### src/rtl/datapath_control_sequencer.sv
// datapath_control_sequencer: decodes 32-bit instructions into registered regfile/ALU control words.
// Optional build macro SEQ_FLAGS_EN latches datapath Status into flags after ALU/CMP ops.
`default_nettype none

module datapath_control_sequencer #(
  parameter logic [4:0] FS_ADD = 5'b01000,
  parameter logic [4:0] FS_SUB = 5'b01010,
  parameter logic [4:0] ZREG   = 5'd31
) (
  input  logic        clk,
  input  logic        rst,
  input  logic        instr_valid,
  input  logic [31:0] instr,
  output logic        instr_ready,
  output logic        W,
  output logic        EN_ALU,
  output logic        EN_B,
  output logic        K_SEL,
  output logic        C0,
  output logic [4:0]  SA,
  output logic [4:0]  SB,
  output logic [4:0]  DA,
  output logic [4:0]  FS,
  output logic [63:0] K,
  input  logic [3:0]  Status,
  output logic [3:0]  flags,
  output logic        busy,
  output logic        illegal
);

  typedef enum logic [1:0] {
    S_IDLE = 2'd0,
    S_EXEC = 2'd1,
    S_CLR  = 2'd2
  } state_t;

  state_t      state;
  logic [4:0]  cnt;
  logic [4:0]  clr_end;

  logic [2:0]  op;
  logic [4:0]  rd, rn, rm, fn;
  logic        c0_bit;
  logic [63:0] imm_k;
  logic        accept;
  logic        unused_instr;

  assign op     = instr[31:29];
  assign rd     = instr[28:24];
  assign rn     = instr[23:19];
  assign rm     = instr[18:14];
  assign fn     = instr[13:9];
  assign c0_bit = instr[8];
  assign imm_k  = {48'd0, instr[18:3]} << {instr[2:1], 4'b0000};
  assign unused_instr = instr[0];

  assign accept      = instr_valid && (state == S_IDLE);
  assign instr_ready = (state == S_IDLE);
  assign busy        = (state != S_IDLE);

  always_ff @(posedge clk or posedge rst) begin
    if (rst) begin
      state   <= S_IDLE;
      W       <= 1'b0;
      EN_ALU  <= 1'b0;
      EN_B    <= 1'b0;
      K_SEL   <= 1'b0;
      C0      <= 1'b0;
      SA      <= ZREG;
      SB      <= ZREG;
      DA      <= ZREG;
      FS      <= 5'd0;
      K       <= 64'd0;
      illegal <= 1'b0;
      cnt     <= 5'd0;
      clr_end <= 5'd0;
    end else begin
      illegal <= 1'b0;
      case (state)
        S_IDLE: begin
          if (accept) begin
            state  <= S_EXEC;
            W      <= 1'b0;
            EN_ALU <= 1'b0;
            EN_B   <= 1'b0;
            case (op)
              3'b000: begin
                SA <= rn; SB <= rm; DA <= rd; FS <= fn; C0 <= c0_bit;
                K_SEL <= 1'b0; EN_ALU <= 1'b1; W <= 1'b1;
              end
              3'b001: begin
                SA <= rn; DA <= rd; FS <= fn; C0 <= c0_bit; K <= imm_k;
                K_SEL <= 1'b1; EN_ALU <= 1'b1; W <= 1'b1;
              end
              3'b010: begin
                SB <= rm; DA <= rd; EN_B <= 1'b1; W <= 1'b1;
              end
              3'b011: begin
                SA <= ZREG; DA <= rd; FS <= FS_ADD; C0 <= 1'b0; K <= imm_k;
                K_SEL <= 1'b1; EN_ALU <= 1'b1; W <= 1'b1;
              end
              3'b100: begin
                SA <= rn; SB <= rm; FS <= FS_SUB; C0 <= 1'b1;
                K_SEL <= 1'b0; EN_ALU <= 1'b1;
              end
              3'b101: begin
                SA <= ZREG; DA <= rd; FS <= FS_ADD; C0 <= 1'b0; K <= 64'd0;
                K_SEL <= 1'b1; EN_ALU <= 1'b1; W <= 1'b1;
                cnt <= rd; clr_end <= rn; state <= S_CLR;
              end
              default: illegal <= 1'b1;
            endcase
          end
        end
        S_EXEC: begin
          state  <= S_IDLE;
          W      <= 1'b0;
          EN_ALU <= 1'b0;
          EN_B   <= 1'b0;
        end
        S_CLR: begin
          // cnt >= clr_end also terminates at 31, so the counter never wraps
          if (cnt >= clr_end) begin
            state  <= S_IDLE;
            W      <= 1'b0;
            EN_ALU <= 1'b0;
            EN_B   <= 1'b0;
          end else begin
            cnt <= cnt + 5'd1;
            DA  <= cnt + 5'd1;
          end
        end
        default: state <= S_IDLE;
      endcase
    end
  end

`ifdef SEQ_FLAGS_EN
  logic       flag_op;
  logic [3:0] flags_q;

  always_ff @(posedge clk or posedge rst) begin
    if (rst) begin
      flag_op <= 1'b0;
      flags_q <= 4'd0;
    end else if (accept) begin
      flag_op <= (op == 3'b000) || (op == 3'b001) || (op == 3'b100);
    end else if (state == S_EXEC && flag_op) begin
      flags_q <= Status;
    end
  end

  assign flags = flags_q;
`else
  logic unused_status;
  assign unused_status = ^Status;
  assign flags = 4'b0;
`endif

endmodule

`default_nettype wire
### config.mk
export PLATFORM = sky130hd
export DESIGN_NAME = datapath_control_sequencer
export DESIGN_NICKNAME = d
export VERILOG_FILES = /design/src/rtl/datapath_control_sequencer.sv
export SDC_FILE = /design/constraint.sdc
export NUM_CORES = 1
export LEC_CHECK = 0
export CAP_MARGIN = 20
export CORE_MARGIN = 3
export CORE_UTILIZATION = 50
export DETAILED_ROUTE_END_ITERATION = 10
export PLACE_DENSITY = 0.95
export SETUP_SLACK_MARGIN = 0.5
export SYNTH_ARGS = -nofsm -noshare
export SYNTH_HDL_FRONTEND = slang
export SYNTH_SLANG_ARGS = --single-unit
### constraint.sdc
create_clock -name clk -period 9 [get_ports clk]
set_input_delay 0.9 -clock clk [delete_from_list [all_inputs] [get_ports clk]]
set_output_delay 0.9 -clock clk [all_outputs]
set_load 0.02 [all_outputs]
==> run_results.csv, run 1 <==
group,metric,value,unit
status,status,"finished, final reports clean",
floorplanning,initial_core_util,52.3,%
clocking,clockBufferDepth,2,
worst_setup_path,worstRegToRegCells,6,
drt,wl,10600,µm
drt,drc,0,
floorplanning,die_x,99.6,µm
timing,finalCritPeriodShare,33.5,%
grt,grt_pass1_wl,17400,µm
synthesis,yosysTopAreaCell,"dfrtp_1",
cells_and_area,drive_gt1_share,13.4,%
pwr,powerDensity,274,mW/mm²
synthesis,synth_area,0.00438,mm²
pwr,max-vdd-ir-drop,173,µV
drt,via_count,3401,
clocking,cts_made_buffers,9,
timing,rsz0062_at_grt,"no",
grt,grt_pass1_vias,3570,
drt,dr.pass1.iters,4,
clocking,clkSinkCount,102,
place,dp_hpwl,7840,µm
synthesis,yosys_warnings,0,
worst_setup_path,startpoint_type,"input port",
clocking,ctsResizeCount,0,
worst_setup_path,path_max_fanout,16,
worst_setup_path,crit_path_end_kind,"register",
pwr,power_frac_comb,40.3,%
timing,final.setup.tns,0,ns
cells_and_area,most-common-layout-cells,"clkdlybuf4s50_1 (125), dfrtp_1 (87), nand2_1 (86)",
worst_setup_path,arrival,3.28,ns
grt,grt_use_total,21.9,%
pwr,pwr-share-clk,17.2,%
cells_and_area,antenna_cells,0,
cells_and_area,nNetsFinal,574,
synthesis,synthCells,409,
drt,routedWlPerCell,16.7,µm
cells_and_area,layout.cells.most_common,"clkdlybuf4s50_1",
clocking,hold_buffers,0,
cells_and_area,syn_to_final_growth,33.2,%
timing,setup_viol,0,
drt,drt_iter0_drc,101,
clocking,clock_latency,0.36,ns
worst_setup_path,cp.required,9.26,ns
synthesis,synth_top_area_share,49.7,%
floorplanning,die_h,99.6,µm
floorplanning,io_pins,135,
pwr,p_int,0.00102,W
cells_and_area,multiInputGateArea,0.00163,mm²
timing,hold_viol_final,0,
floorplanning,die_area,0.00993,mm²
synthesis,ys_seq_area_share,58.7,%
pwr,power_switching,0.000584,W
pwr,power.leakage,2.50,nW
clocking,clk_pin_slew,0.11,ns
timing,fin_skew,0.0120,ns
cells_and_area,fillCellCount,567,
pwr,power_frac_seq,42.5,%
place,place.gp.congestion,0.814,
clocking,cts_setup_buffers,0,
synthesis,yosysUniqueCellTypes,42,
grt,grt_max_degree,66,
floorplanning,rows,33,
drt,ant_nets,0,
floorplanning,core-area,0.00838,mm²
timing,timing.final.crit_period,3.02,ns
cells_and_area,fin_util,69.7,%
timing,max_freq,0.332,GHz
run,drv_cap,0,
clocking,htree_levels,3,
min_path,hold_path.class,"register to register",
grt,grt-ovfl-total,0,
synthesis,synth.avg_cell_area,10.7,µm²
worst_setup_path,reg2reg_slack,6.35,ns
min_path,hold_path_depth,2,
pwr,swShare,36.4,%
clocking,cts_tree,"yes",
worst_setup_path,critPathKind,"input port to register",
timing,slew_viol_final,0,
place,io_buffers,125,
timing,worst_pin_slew,0.935,ns
cells_and_area,area.sequential,0.00257,mm²
synthesis,ys_ff_latch,102,
synthesis,synth.area.top_cells,"dfrtp_1 (50%), dfstp_2 (9.0%), nand2_1 (7.4%), o21ai_1 (4.7%), o21ai_0 (4.5%)",
grt,antenna_found_initial,0,
clocking,cts_root_buffer,"clkbuf_8",
drt,viasPerCell,5.35,
timing,maxSlewHeadroom,37.6,%
## layer usage
| layer | share of wire, % | global-route usage, % | up-vias |
|---|---|---|---|
| met3 | 6.4 | 4.98 | 13 |
| met2 | 50 | 37.4 | 114 |
| met1 | 42 | 27.7 | 1661 |
| met4 | 1.5 | 7.14 | 0 |
| met5 | 0 | 0 | - |
| li1 | - | - | 1613 |
## cells in the mapped netlist
master    number
a32o_1         1
buf_6          3
nand2b_1       5
a22o_1         8
dfrtp_1       87
o21ai_1       41
nand3b_1       4
nand3_1        3
nor2_4         1
nand3_2        2
nor4b_1        1
a21o_1         2
mux2_2        13
nand3b_4       1
nand2_1       86
and3_1         1
clkbuf_1       6
nor3_1         2
dfstp_2       15
ha_1           9
a211oi_1       1
o22a_2         1
o211ai_4       2
o31ai_1        1
mux2_4         3
inv_1         12
o21ai_0       39
or3b_4         1
and2_1         2
a21oi_1        9
conb_1         1
a31oi_4        1
buf_4          6
nand2_2       10
nor2b_1        1
buf_2          9
nor2_1        12
xor2_1         2
a31oi_1        1
and2b_1        1
xnor2_1        1
o221ai_2       2
## cell type report
| class | instances | area share [%] |
|---|---|---|
| clock buffer | 10 | 2.36 |
| clock inverter | 6 | 0.921 |
| tap | 105 | 2.25 |
| sequential | 102 | 44.0 |
| multi-input combinational | 274 | 27.9 |
| timing repair buffer | 127 | 21.7 |
| inverter | 12 | 0.814 |
## power by group through the flow
| stage | Combinational, W | Sequential, W | Clock [W] |
|---|---|---|---|
| floorplan | 0.000251 | 0.000800 | 0 |
| global placement | 0.000628 | 0.000682 | 0 |
| detailed placement | 0.000647 | 0.000690 | 0 |
| CTS | 0.000652 | 0.000681 | 0.000281 |
| global route | 0.000693 | 0.000696 | 0.000301 |
| finish | 0.000645 | 0.000681 | 0.000276 |
## sequential cells by signal (all words and copies together) (netlist names), 2 cells and up
signal / cells
DA: 5
state: 2
SB: 5
SA: 5
clr_end: 5
FS: 5
cnt: 5
K: 64
## critical path, stage by stage
cell,delay (ns)
clkdlybuf4s50_1,0.56
and2_1,0.40
and3_1,0.85
nand2_1,0.25
o21ai_0,0.31
## per-stage QoR
step	area, µm²	setup WS (ns)	instances	power (W)	hold slack, ns
CTS	5840	5.97	636	0.00161	0.487
finish	5840	5.98	636	0.00160	0.482
global placement	5650	5.67	620	0.00131	0.464
detailed placement	5650	5.63	620	0.00134	0.471
floorplan	4390	5.45	412	0.00105	0.485
global route	5840	5.81	636	0.00169	0.516
## cells by family after synthesis
group                    Yosys count  synth area share [%]
AND/OR/NAND/NOR                  133                  14.2
AO/OA/AOI/OAI                    109                  15.2
flip-flops                       102                  58.7
buffers and inverters             36                  4.37
multiplexers                      16                  4.37
adder cells (fa/ha/maj)            9                  2.57
XOR/XNOR                           3                 0.600
other                              1                0.0856
## worst paths after layout
check	from	end
max	instr_valid	K[12]
min	DA[0]	DA[0]
max reg2reg	state[1]	K[12]
min reg2reg	DA[0]	DA[0]
max in group asynchronous	rst	K[29]
min in group asynchronous	rst	FS[3]
Power figures use the tool's default switching activity.
==> run 2, diff against run 1 <==
--- a/config.mk
+++ b/config.mk
@@ -7,9 +7,9 @@
 export LEC_CHECK = 0
 export CAP_MARGIN = 20
 export CORE_MARGIN = 3
-export CORE_UTILIZATION = 50
+export CORE_UTILIZATION = 42
 export DETAILED_ROUTE_END_ITERATION = 10
-export PLACE_DENSITY = 0.95
+export PLACE_DENSITY = 0.86
 export SETUP_SLACK_MARGIN = 0.5
 export SYNTH_ARGS = -nofsm -noshare
 export SYNTH_HDL_FRONTEND = slang
==> constraint.sdc (replaced) <==
create_clock -name clk -period 2.5 [get_ports clk]
set_input_delay 0.25 -clock clk [delete_from_list [all_inputs] [get_ports clk]]
set_output_delay 0.25 -clock clk [all_outputs]
set_load 0.02 [all_outputs]
==> run 2 against run 1 <==
  * Sequential share of layout area down 1.4 points
  * Setup slack worse by 5.4 ns
  * Sequential power rose to 3.6 times the previous value
  * Final cell count up 6.4%
  * Power rose to 3.7 times the previous value
  * Core utilization down 9.0 points
  * Clock power rose to 4.1 times the previous value
  * Flip-flop and latch count unchanged
==> run_results.csv, run 2 (synthesis gave the netlist of run 1 again) <==
group,metric,value,unit
status,status,"finished, final reports clean",
cells_and_area,multiInputGateArea,0.00165,mm²
cells_and_area,antenna_cells,0,
grt,grt_pass1_wl,17500,µm
cells_and_area,drive_gt1_share,16.2,%
grt,grt-ovfl-total,0,
grt,grt_max_degree,103,
drt,dr.pass1.iters,5,
timing,hold_viol_final,0,
drt,via_count,3517,
floorplanning,die_area,0.0117,mm²
floorplanning,rows,36,
worst_setup_path,cp_slowest_cell,"dfrtp_2",
floorplanning,die_x,108,µm
pwr,power_frac_comb,40.4,%
worst_setup_path,critical_path.top_delay_family,"compound AO/OA/AOI/OAI gates",
clocking,cts_made_buffers,9,
cells_and_area,most-common-layout-cells,"clkdlybuf4s50_1 (123), dfrtp_1 (86), nand2_1 (86)",
pwr,finalPower,0.00599,W
place,io_buffers,125,
floorplanning,initial_core_util,44.0,%
timing,setup_viol,0,
pwr,power_switching,0.00218,W
worst_setup_path,crit_path_end_kind,"register",
timing,final.setup.tns,0,ns
worst_setup_path,arrival,2.18,ns
pwr,p_int,0.00380,W
run,drv_cap,0,
timing,max_freq,0.518,GHz
pwr,powerDensity,991,mW/mm²
grt,grt_pass1_vias,3429,
worst_setup_path,crit_path_cell_trace,"ha_1, a21o_1, a31oi_4, o211ai_4, o211ai_4, mux2_4",
cells_and_area,largest-register,"K",
clocking,cts_root_buffer,"clkbuf_8",
floorplanning,core-area,0.00995,mm²
timing,rsz0062_at_grt,"no",
pwr,power.leakage,2.58,nW
place,dp_hpwl,8140,µm
grt,grt_use_total,19.0,%
timing,slew_viol_final,0,
worst_setup_path,startpoint_type,"register",
cells_and_area,fillCellCount,818,
cells_and_area,syn_to_final_growth,37.8,%
clocking,cts_tree,"yes",
worst_setup_path,critPathKind,"register to register",
worst_setup_path,path_max_fanout,4,
clocking,clock_latency,0.37,ns
pwr,max-vdd-ir-drop,592,µV
pwr,power_frac_seq,40.8,%
drt,ant_nets,0,
grt,antenna_found_initial,0,
worst_setup_path,crit_top_cell,"o211ai_4",
drt,drc,0,
cells_and_area,largest_reg_flops,64,
timing,fin_skew,0.0101,ns
timing,maxSlewHeadroom,64.8,%
timing,timing.final.crit_period,1.93,ns
timing,finalCritPeriodShare,77.2,%
drt,routedWlPerCell,16.4,µm
drt,viasPerCell,5.19,
clocking,clk_pin_slew,0.11,ns
timing,worst_pin_slew,0.529,ns
clocking,clockBufferDepth,2,
worst_setup_path,cp.required,2.75,ns
cells_and_area,layout.cells.most_common,"clkdlybuf4s50_1",
place,place.gp.congestion,0.838,
cells_and_area,area.sequential,0.00257,mm²
drt,wl,11100,µm
pwr,swShare,36.5,%
pwr,pwr-share-clk,18.8,%
clocking,clkSinkCount,102,
cells_and_area,fin_util,60.7,%
min_path,hold_path.class,"input port to async pin",
cells_and_area,nNetsFinal,587,
worst_setup_path,critPathBufInv,0,
floorplanning,die_h,108,µm
worst_setup_path,cpPeakStageDelay,0.43,ns
clocking,htree_levels,3,
floorplanning,io_pins,135,
drt,drt_iter0_drc,190,
run 2: cell count changes in the layout (fill, tap and decap cells not counted), sizes merged:
cell / delta
buf: +13
bufinv: +1
clkbuf: -1
clkdlybuf4s50: -2
clkinv: -3
clkinvlp: +2
dlygate4sd2: +2
inv: +1
run 2: power by group through the flow:
stage / sequential (W) / clock (W) / combinational, W
after CTS: 0.00245 / 0.00115 / 0.00237
after detailed placement: 0.00248 / 0 / 0.00237
after floorplan: 0.00288 / 0 / 0.000902
after global routing: 0.00250 / 0.00121 / 0.00259
after global placement: 0.00245 / 0 / 0.00230
final: 0.00244 / 0.00112 / 0.00242
run 2: repair_timing:
action	in CTS	in global routing
gates resized for setup	2	5
buffers inserted	0	3
hold buffers	0	0
endpoints found under the setup margin	2	54
pin swaps	0	1
run 2: worst min-delay path: cells and delay by family:
kind	cells	cell delay (ns)
buffers and inverters	3	0.97
run 2: metal layers:
layer / track usage (%) / up-vias / routed length, µm
met2: 31.3 / 117 / 5560
met3: 3.40 / 20 / 622
li1: - / 1641 / -
met5: 0 / - / 0
met1: 25.4 / 1739 / 4760
met4: 6.58 / 0 / 193
run 2: final cells by class:
cell class,instances,area share (%)
sequential,102,42.6
tap,133,2.76
multi-input combinational,274,27.3
inverter,12,0.808
timing repair buffer,140,23.0
clock buffer,9,2.05
clock inverter,7,1.49
run 2: path summary, 6_finish.rpt:
path,startpoint,end,slack (ns),cells past startpoint
worst max-delay path,cnt[2],EN_ALU,0.57,6
worst min-delay path,rst,K[40],0.41,3
worst max register to register,cnt[2],EN_ALU,0.57,6
worst min register to register,K[44],K[44],0.49,2
max in group asynchronous,rst,cnt[2],1.69,3
min in group clk,instr[21],clr_end[2],0.48,3
run 2: stage by stage:
stage / hold WS (ns) / std cells / worst slack, ns / area (µm²)
after floorplan: 0.367 / 412 / 0.661 / 4400
after global placement: 0.466 / 658 / 0.479 / 5780
after detailed placement: 0.470 / 658 / 0.426 / 5780
after CTS: 0.428 / 674 / 0.519 / 6000
after global routing: 0.440 / 677 / 0.497 / 6040
final: 0.407 / 677 / 0.570 / 6040
==> run 3, diff against run 2 <==
--- a/config.mk
+++ b/config.mk
@@ -7,9 +7,9 @@
 export LEC_CHECK = 0
 export CAP_MARGIN = 20
 export CORE_MARGIN = 3
-export CORE_UTILIZATION = 42
+export CORE_UTILIZATION = 47
 export DETAILED_ROUTE_END_ITERATION = 10
-export PLACE_DENSITY = 0.86
+export PLACE_DENSITY = 0.9
 export SETUP_SLACK_MARGIN = 0.5
 export SYNTH_ARGS = -nofsm -noshare
 export SYNTH_HDL_FRONTEND = slang
==> constraint.sdc (replaced) <==
create_clock -name clk -period 1.91 [get_ports clk]
set_input_delay 0.191 -clock clk [delete_from_list [all_inputs] [get_ports clk]]
set_output_delay 0.191 -clock clk [all_outputs]
set_load 0.02 [all_outputs]
==> run 3 against run 2 <==
  * Wire length grew 54%
  * Power is 49% higher
  * Final cell count rose by 3.2%
  * Setup slack lost 0.49 ns
  * Count of clock-buffer cells in the layout is the same
  * Clock power increased by 36%
  * Register-to-register slack lost 0.49 ns
  * Non-clock buffer count is 46 higher
  * Final area rose by 24%
  * Flip-flop and latch count unchanged
  * Via count up 19%
  * Fmax grew 5.5%
  * Critical endpoint is now EN_B
==> run_results.csv, run 3 (synthesis gave the netlist of run 1 again) <==
group,metric,value,unit
status,status,"finished, final reports clean",
clocking,clkSinkCount,102,
drt,drt_iter0_drc,213,
cells_and_area,syn_to_final_growth,71.1,%
floorplanning,die_area,0.0105,mm²
pwr,power_switching,0.00358,W
place,dp.cells,637,
pwr,pwr-share-clk,17.0,%
place,place.gp.congestion,0.862,
cells_and_area,drive_gt1_share,47.5,%
clocking,clockBufferDepth,2,
floorplanning,core-area,0.00889,mm²
floorplanning,die_x,103,µm
worst_setup_path,cp.required,2.18,ns
grt,grt_use_total,28.2,%
timing,hold_viol_final,0,
min_path,hold_path.class,"input port to async pin",
cells_and_area,antenna_cells,0,
pwr,finalPower,0.00893,W
worst_setup_path,crit_path_cell_trace,"ha_1, nand2b_4, a31oi_4, o211ai_4, o211ai_4, mux2_4",
clocking,clk_pin_slew,0.13,ns
timing,fin_ws,0.0807,ns
worst_setup_path,crit_top_cell,"o211ai_4",
pwr,max-vdd-ir-drop,837,µV
floorplanning,rows,34,
worst_setup_path,arrival,2.10,ns
timing,timing.final.crit_period,1.83,ns
timing,max_freq,0.547,GHz
cells_and_area,nNetsFinal,634,
cells_and_area,most-common-layout-cells,"dfrtp_1 (86), dlygate4sd2_1 (75), o21ai_2 (61)",
pwr,swShare,40.1,%
clocking,cts_root_buffer,"clkbuf_8",
cells_and_area,largest-register,"K",
timing,finalCritPeriodShare,95.8,%
timing,setup_viol,0,
drt,ant_nets,0,
pwr,power_frac_seq,37.2,%
drt,viasPerCell,5.97,
pwr,power_frac_comb,45.8,%
worst_setup_path,critPathKind,"register to register",
grt,grt_pass1_wl,22500,µm
grt,grt_pass1_vias,4181,
place,io_buffers,125,
cells_and_area,largest_reg_flops,64,
worst_setup_path,reg2reg_slack,0.08,ns
grt,grt-ovfl-total,0,
worst_setup_path,path_max_fanout,3,
worst_setup_path,cpPeakStageDelay,0.40,ns
worst_setup_path,startpoint_type,"register",
pwr,power.leakage,3.57,nW
place,post-place-ws,0.0422,ns
worst_setup_path,crit_path_end_kind,"register",
floorplanning,die_h,103,µm
pwr,p_int,0.00535,W
cells_and_area,finalNonFillerCells,699,
clocking,htree_levels,3,
drt,via_count,4171,
drt,wl,17100,µm
timing,fin_skew,0.0222,ns
clocking,cts_tree,"yes",
floorplanning,initial_core_util,49.3,%
grt,grt_max_degree,103,
pwr,powerDensity,1190,mW/mm²
timing,maxSlewHeadroom,64.2,%
drt,routedWlPerCell,24.5,µm
grt,antenna_found_initial,0,
run,drv_cap,0,
clocking,clock_latency,0.40,ns
drt,drc,0,
clocking,cts_made_buffers,9,
cells_and_area,layout.cells.most_common,"dfrtp_1",
timing,slew_viol_final,0,
timing,worst_pin_slew,0.537,ns
floorplanning,io_pins,135,
timing,final.setup.tns,0,ns
drt,dr.pass1.iters,4,
timing,rsz0062_at_grt,"yes",
place,dp_hpwl,8170,µm
worst_setup_path,cp_slowest_cell,"dfrtp_1",
## run 3: cell count changes in the layout (fill, tap and decap cells not counted), moves of 20 or more
cell	change
buf_6	+20
clkdlybuf4s50_1	-90
dlygate4sd2_1	+73
nand2_1	-52
nand2_4	+26
o21ai_0	-29
o21ai_1	-34
o21ai_2	+61
## run 3: power groups by stage
stage               registers (W)  clock network (W)  logic, W
global placement          0.00321                  0   0.00322
detailed placement        0.00324                  0   0.00333
global route              0.00337            0.00158   0.00433
finish                    0.00332            0.00152   0.00410
floorplan                 0.00378                  0   0.00138
CTS                       0.00320            0.00141   0.00359
## run 3: final timing paths
| path | from | to | cells after the start |
|---|---|---|---|
| worst max-delay path | clr_end[0] | EN_B | 6 |
| worst min-delay path | rst | K[46] | 3 |
| worst max register to register | clr_end[0] | EN_B | 6 |
| worst min register to register | DA[0] | DA[0] | 2 |
| max in group asynchronous | rst | SB[2] | 3 |
| min in group clk | instr[20] | clr_end[1] | 3 |
## run 3: per-stage QoR
step	hold slack, ns	util [%]	area (µm²)
global placement	0.464	67.1	5970
detailed placement	0.466	67.1	5970
floorplan	0.308	-	4620
global route	0.394	84.3	7500
CTS	0.348	78.6	6990
finish	0.330	84.3	7500
## run 3: cell type report
class                      instances  area, µm²
sequential                       102       2570
fill                             409       1390
tap                              108        135
clock buffer                       9        124
multi-input combinational        275       2490
clock inverter                     7       81.3
timing repair buffer             186       2040
inverter                          12       51.3
## run 3: per-layer routing
| layer | vias to the layer above | part of all wire [%] | wire length (µm) | GRT usage [%] |
|---|---|---|---|---|
| met5 | - | 0 | 0 | 0 |
| met4 | 0 | 5.1 | 878 | 13.3 |
| met3 | 62 | 6.6 | 1140 | 4.40 |
| met2 | 222 | 52 | 8860 | 49.6 |
| met1 | 2141 | 37 | 6270 | 33.7 |
| li1 | 1746 | - | - | - |
## run 3: critical path: cells and delay by family, from the launching register on
kind                       cells  cell delay, ns
AOI/OAI and AO/OA              3            0.55
adders and majority gates      1            0.30
muxes                          1            0.32
DFF                            1            0.40
and+or+nand+nor                1            0.15
## run 3: timing repair
action                     4_1_cts  5_1_grt
resized for setup              242      111
gates cloned                    10        1
pin swaps                       52       22
hold buffers                     0        0
setup endpoints to repair      183      108
buffers inserted                25       10
